[src/rtl/gate_test_sequencer_if.sv]
// Stimulus/status bundle between the gate self-test sequencer and its controller and gate.
// The controller/bench side uses master; the sequencer uses slave.
interface gate_test_sequencer_if;
  logic       start;
  logic       hold;
  logic       c_in;
  logic       a;
  logic       b;
  logic       busy;
  logic       done;
  logic       pass;
  logic [3:0] fail_vec;
  logic [1:0] vec_idx;

  modport master (
    output start, hold, c_in,
    input  a, b, busy, done, pass, fail_vec, vec_idx
  );

  modport slave (
    input  start, hold, c_in,
    output a, b, busy, done, pass, fail_vec, vec_idx
  );
endinterface

[src/rtl/gate_test_sequencer.sv]
// Walks a two-input gate through {a,b} = 00,01,10,11, holding each vector SETTLE_CYCLES cycles
// and sampling c_in on the last cycle; done/pass/fail_vec report the run. Hold freezes the run.
module gate_test_sequencer #(
  parameter int unsigned SETTLE_CYCLES = 4,
  parameter logic [3:0]  EXPECT        = 4'b1110
) (
  input logic            clk,
  input logic            rst,
  gate_test_sequencer_if.slave tst
);

  typedef enum logic [1:0] {
    IDLE   = 2'd0,
    SETTLE = 2'd1,
    DONE   = 2'd2
  } state_t;

  localparam logic [7:0] RELOAD = 8'(SETTLE_CYCLES - 1);

  state_t     state_q;
  logic [7:0] cnt_q;
  logic [1:0] k_q;
  logic [1:0] k_d;
  logic       a_q;
  logic       b_q;
  logic       busy_q;
  logic       done_q;
  logic       pass_q;
  logic [3:0] fail_q;
  logic [3:0] fail_d;
  logic       sample;

  // Hold beats a due sample: the vector simply stays on for another cycle.
  assign sample = (state_q == SETTLE) && !tst.hold && (cnt_q == 8'd0);
  assign k_d    = k_q + 2'd1;

  always_comb begin
    fail_d = fail_q;
    if (sample) begin
      fail_d[k_q] = tst.c_in ^ EXPECT[k_q];
    end
  end

  always_ff @(posedge clk or posedge rst) begin
    if (rst) begin
      state_q <= IDLE;
      cnt_q   <= 8'd0;
      k_q     <= 2'd0;
      a_q     <= 1'b0;
      b_q     <= 1'b0;
      busy_q  <= 1'b0;
      done_q  <= 1'b0;
      pass_q  <= 1'b0;
      fail_q  <= 4'd0;
    end else begin
      case (state_q)
        IDLE, DONE: begin
          if (tst.start) begin
            state_q <= SETTLE;
            cnt_q   <= RELOAD;
            k_q     <= 2'd0;
            a_q     <= 1'b0;
            b_q     <= 1'b0;
            busy_q  <= 1'b1;
            done_q  <= 1'b0;
            pass_q  <= 1'b0;
            fail_q  <= 4'd0;
          end
        end
        SETTLE: begin
          if (!tst.hold) begin
            if (cnt_q != 8'd0) begin
              cnt_q <= cnt_q - 8'd1;
            end else begin
              fail_q <= fail_d;
              if (k_q != 2'd3) begin
                k_q   <= k_d;
                a_q   <= k_d[1];
                b_q   <= k_d[0];
                cnt_q <= RELOAD;
              end else begin
                state_q <= DONE;
                busy_q  <= 1'b0;
                done_q  <= 1'b1;
                pass_q  <= ~|fail_d;
              end
            end
          end
        end
        default: begin
          state_q <= IDLE;
          busy_q  <= 1'b0;
          done_q  <= 1'b0;
          pass_q  <= 1'b0;
        end
      endcase
    end
  end

  assign tst.a        = a_q;
  assign tst.b        = b_q;
  assign tst.busy     = busy_q;
  assign tst.done     = done_q;
  assign tst.pass     = pass_q;
  assign tst.fail_vec = fail_q;
  assign tst.vec_idx  = k_q;

endmodule

[src/flat_wrapper.sv]
// flat-port wrapper written by rule: the top's interface ports become plain ports
module gate_test_sequencer_flat 
#(
  parameter int unsigned SETTLE_CYCLES = 4,
  parameter logic [3:0]  EXPECT        = 4'b1110
)
  (clk, rst, tst_start, tst_hold, tst_c_in, tst_a, tst_b, tst_busy, tst_done, tst_pass, tst_fail_vec, tst_vec_idx);
  gate_test_sequencer_if tst_i ();
  input logic clk;
  input logic rst;
  input wire logic [$bits(tst_i.start)-1:0] tst_start;
  input wire logic [$bits(tst_i.hold)-1:0] tst_hold;
  input wire logic [$bits(tst_i.c_in)-1:0] tst_c_in;
  output wire logic [$bits(tst_i.a)-1:0] tst_a;
  output wire logic [$bits(tst_i.b)-1:0] tst_b;
  output wire logic [$bits(tst_i.busy)-1:0] tst_busy;
  output wire logic [$bits(tst_i.done)-1:0] tst_done;
  output wire logic [$bits(tst_i.pass)-1:0] tst_pass;
  output wire logic [$bits(tst_i.fail_vec)-1:0] tst_fail_vec;
  output wire logic [$bits(tst_i.vec_idx)-1:0] tst_vec_idx;
  assign tst_i.start = tst_start;
  assign tst_i.hold = tst_hold;
  assign tst_i.c_in = tst_c_in;
  assign tst_a = tst_i.a;
  assign tst_b = tst_i.b;
  assign tst_busy = tst_i.busy;
  assign tst_done = tst_i.done;
  assign tst_pass = tst_i.pass;
  assign tst_fail_vec = tst_i.fail_vec;
  assign tst_vec_idx = tst_i.vec_idx;
  gate_test_sequencer #(.SETTLE_CYCLES(SETTLE_CYCLES), .EXPECT(EXPECT)) u_core (.clk(clk), .rst(rst), .tst(tst_i));
endmodule
[config.mk]
export PLATFORM = sky130hd
export DESIGN_NAME = gate_test_sequencer_flat
export DESIGN_NICKNAME = d
export VERILOG_FILES = /design/src/rtl/gate_test_sequencer_if.sv /design/src/rtl/gate_test_sequencer.sv /design/src/flat_wrapper.sv
export SDC_FILE = /design/constraint.sdc
export NUM_CORES = 1
export LEC_CHECK = 0
export CAP_MARGIN = 20
export CORE_MARGIN = 1
export CORE_UTILIZATION = 35
export CTS_CLUSTER_DIAMETER = 40
export DETAILED_ROUTE_END_ITERATION = 8
export MAX_ROUTING_LAYER = met4
export SLEW_MARGIN = 20
export SYNTH_ARGS = -nofsm -noshare
export SYNTH_HDL_FRONTEND = slang
export SYNTH_SLANG_ARGS = --single-unit
[constraint.sdc]
create_clock -name clk -period 2.5 [get_ports clk]
set_clock_uncertainty 0.15 [all_clocks]
set_input_delay 0.25 -clock clk [delete_from_list [all_inputs] [get_ports clk]]
set_output_delay 0.25 -clock clk [all_outputs]
set_load 0.01 [all_outputs]
==> flow_metrics.py, run 1 <==
metrics = {
    "status": {
        "status": "finished, final reports clean",
    },
    "sta": {
        "tightest_slew_ps": 730,
        "fin_hold_ws_ps": 205,
        "fmax_mhz": 450,
        "setup-violations-final": 0,
        "period_minus_slack_ps": 2220,
        "relSlewSlack_pct": 51.3,
        "fin_tns_setup_ps": 0,
        "finalCritPeriodShare_pct": 88.8,
        "hold_violations": 0,
        "maxSlewViolCount": 0,
        "rsz0062_at_grt": "false",
    },
    "final_layout": {
        "nFillCells": 324,
        "stdcell_area_um2": 1410,
        "final_layout_size_suffix_gt1_share_pct": 11.5,
        "syn_to_final_growth_pct": 20.6,
        "utilization_pct": 45.4,
        "diodes": 0,
        "final_nets": 142,
        "multi_input_area_um2": 622,
        "seq_area_um2": 475,
    },
    "synth": {
        "synthesis.area_um2": 1170,
        "synth_compound_area_share_pct": 18.4,
        "syn-instance-count": 111,
        "synthMuxAreaShare_pct": 7.82,
        "synth_common_cells": "dfrtp_1 (19), inv_1 (13), nand2_1 (9)",
        "synth_edf_count": 0,
        "synth.area.top_cells": "dfrtp_1 (41%), mux2i_1 (6.9%), ha_1 (6.4%)",
        "synth_top_area_share_pct": 40.7,
        "async_reset_ff_share_pct": 100,
        "syn_area_per_cell_um2": 10.5,
        "ys_warn_count": 0,
        "synth_top_family_by_area": "simple AND/OR/NAND/NOR gates",
        "syn_nets": 122,
        "yosys.area_share.simple_pct": 19.1,
        "synthDistinctLibCells": 38,
        "ys_seq_elements": 19,
        "synth_top_area_cell": "dfrtp_1",
        "synth_seq_area_share_pct": 40.7,
        "synth_most_common_cell": "dfrtp_1",
        "synth_ff_type": "dfrtp_1",
        "synth-adder-area-share_pct": 6.42,
        "synthXorXnorAreaFrac_pct": 1.50,
    },
    "power_and_ir_drop": {
        "ir_drop_v": 0.000416,
        "p_per_area_nw_per_um2": 937,
        "p_leak_nw": 0.636,
        "total_power_mw": 1.32,
    },
    "global_routing": {
        "grt_start_max_net_pins": 20,
        "grt.overflow.total": 0,
        "globalRouteTotalUtil_pct": 15.5,
        "grt_pass1_wl_um": 3990,
        "grt_pass1_vias": 829,
        "antenna_found_initial": 0,
    },
    "clock_tree": {
        "post-cts-setup-buffers": 0,
        "cts.htree.levels": 1,
        "ctsRootBufferMaster": "clkbuf_4",
        "cts_resized": 0,
        "clkLatencyLatePin_ps": 300,
        "cts.sinks": 19,
        "postCtsHoldBufs": 0,
        "cts_tree": "built",
        "cts_made_buffers": 3,
        "clk_path_buf_depth": 2,
        "clk_pin_slew_ps": 110,
    },
    "route": {
        "wl_um": 2320,
        "route.detailed.drc": 0,
        "postRouteAntennaNets": 0,
        "post_drt_wl_per_cell_um": 13.3,
        "first_pass_iters": 4,
        "drt-initial-drc-count": 31,
        "via_count": 869,
        "avgViaCountPerCell": 4.99,
    },
    "worst_setup_path": {
        "worst_setup_path_end_kind": "flop",
        "path_class": "flop to flop",
        "startpoint": "u_core.cnt_q[0]",
        "arrival_ps": 2290,
        "start_kind": "flop",
        "crit_fanout": 5,
        "r2r-start": "u_core.cnt_q[0]",
        "worst_ep_required_time_ps": 2570,
    },
    "die": {
        "start_util_pct": 37.7,
        "die_w_um": 59.8,
        "dieArea_um2": 3570,
        "die_h_um": 59.8,
        "core_area_um2": 3100,
        "rows": 20,
        "io-pin-count": 16,
    },
    "place": {
        "dp_hpwl_um": 1740,
        "io_buffers": 15,
        "gp_congestion": 0.837,
        "placed_area_um2": 1380,
    },
    "hold_path": {
        "hp-class": "primary input to async pin",
    },
    "flow_run": {
        "drv_cap": 0,
    },
}
[area by class of cell]
class | count | area share (%)
clock inverters | 1 | 0.355
flip-flops and latches | 19 | 33.7
multi-input cells | 75 | 44.1
clock buffers | 3 | 1.60
repair buffers | 19 | 12.8
well taps | 44 | 3.91
inverters | 13 | 3.46
[routing by layer]
layer	routed length (um)	track usage (%)	up-vias
met5	0	-	-
met4	14	2.99	0
met3	56	3.90	2
met2	1130	24.4	12
met1	1120	20.2	418
li1	-	-	437
[layout by cell type (no fill, tap or decap), types with 2 or more instances in the layout]
master	count
dfrtp_1	19
clkdlybuf4s50_1	15
inv_1	13
nand2_1	9
mux2i_1	8
ha_1	6
nor2_1	5
nand2b_1	4
a22o_1	4
buf_4	4
a21oi_1	3
a211oi_1	3
clkbuf_4	3
nor3b_1	2
a31oi_1	2
a2111oi_4	2
nor2b_1	2
o21ai_0	2
xor2_1	2
o31ai_1	2
[state kept, by name, summed over array words and instances (netlist names)]
register,cells
u_core.cnt_q,8
u_core.state_q,2
u_core.tst.a,1
u_core.tst.b,1
u_core.tst.busy,1
u_core.tst.done,1
u_core.tst.fail_vec,4
u_core.tst.pass,1
[critical path, cell delays in order (launching register included)]
cell and delay, ps:
dfrtp_1 480, inv_1 100, ha_1 260, nor3b_1 150, buf_4 150, a31o_4 270, a2111oi_4 360, mux2i_1 230
[through the flow]
stage	std cells	setup slack, ps
floorplan	111	501
global placement	170	344
detailed placement	170	247
CTS	174	247
global route	174	81.0
finish	174	279
[worst paths after layout]
| path | endpoint | slack [ps] | cells after the start |
|---|---|---|---|
| setup / recovery | u_core.cnt_q[7] | 280 | 7 |
| hold / removal | u_core.tst.done | 210 | 2 |
| setup reg to reg | u_core.cnt_q[7] | 280 | 7 |
| hold reg to reg | u_core.tst.fail_vec[3] | 370 | 1 |
| max in group asynchronous | u_core.cnt_q[1] | 1530 | 2 |
| min in group clk | u_core.tst.fail_vec[3] | 370 | 1 |
[cells by family (layout without fill, tap and decap cells)]
family / Yosys count / in the layout
AO/OA/AOI/OAI: 23 / 23
XOR/XNOR: 2 / 2
adder cells (fa/ha/maj): 6 / 6
buffers and inverters: 17 / 36
flip-flops: 19 / 19
multiplexers: 9 / 9
AND/OR/NAND/NOR: 35 / 35
[report_power, final]
group          total [mW]  switching (mW)  internal [mW]
clock               0.157          0.0978         0.0596
sequential          0.502           0.114          0.388
combinational       0.661           0.334          0.327
total                1.32           0.546          0.774
Power figures use the tool's default switching activity.
==> run 2: changes to the inputs <==
- HOLD_SLACK_MARGIN: unset -> 0.08
==> results of run 2 <==
The final DEF is identical to that of run 1; final timing and power are the same.
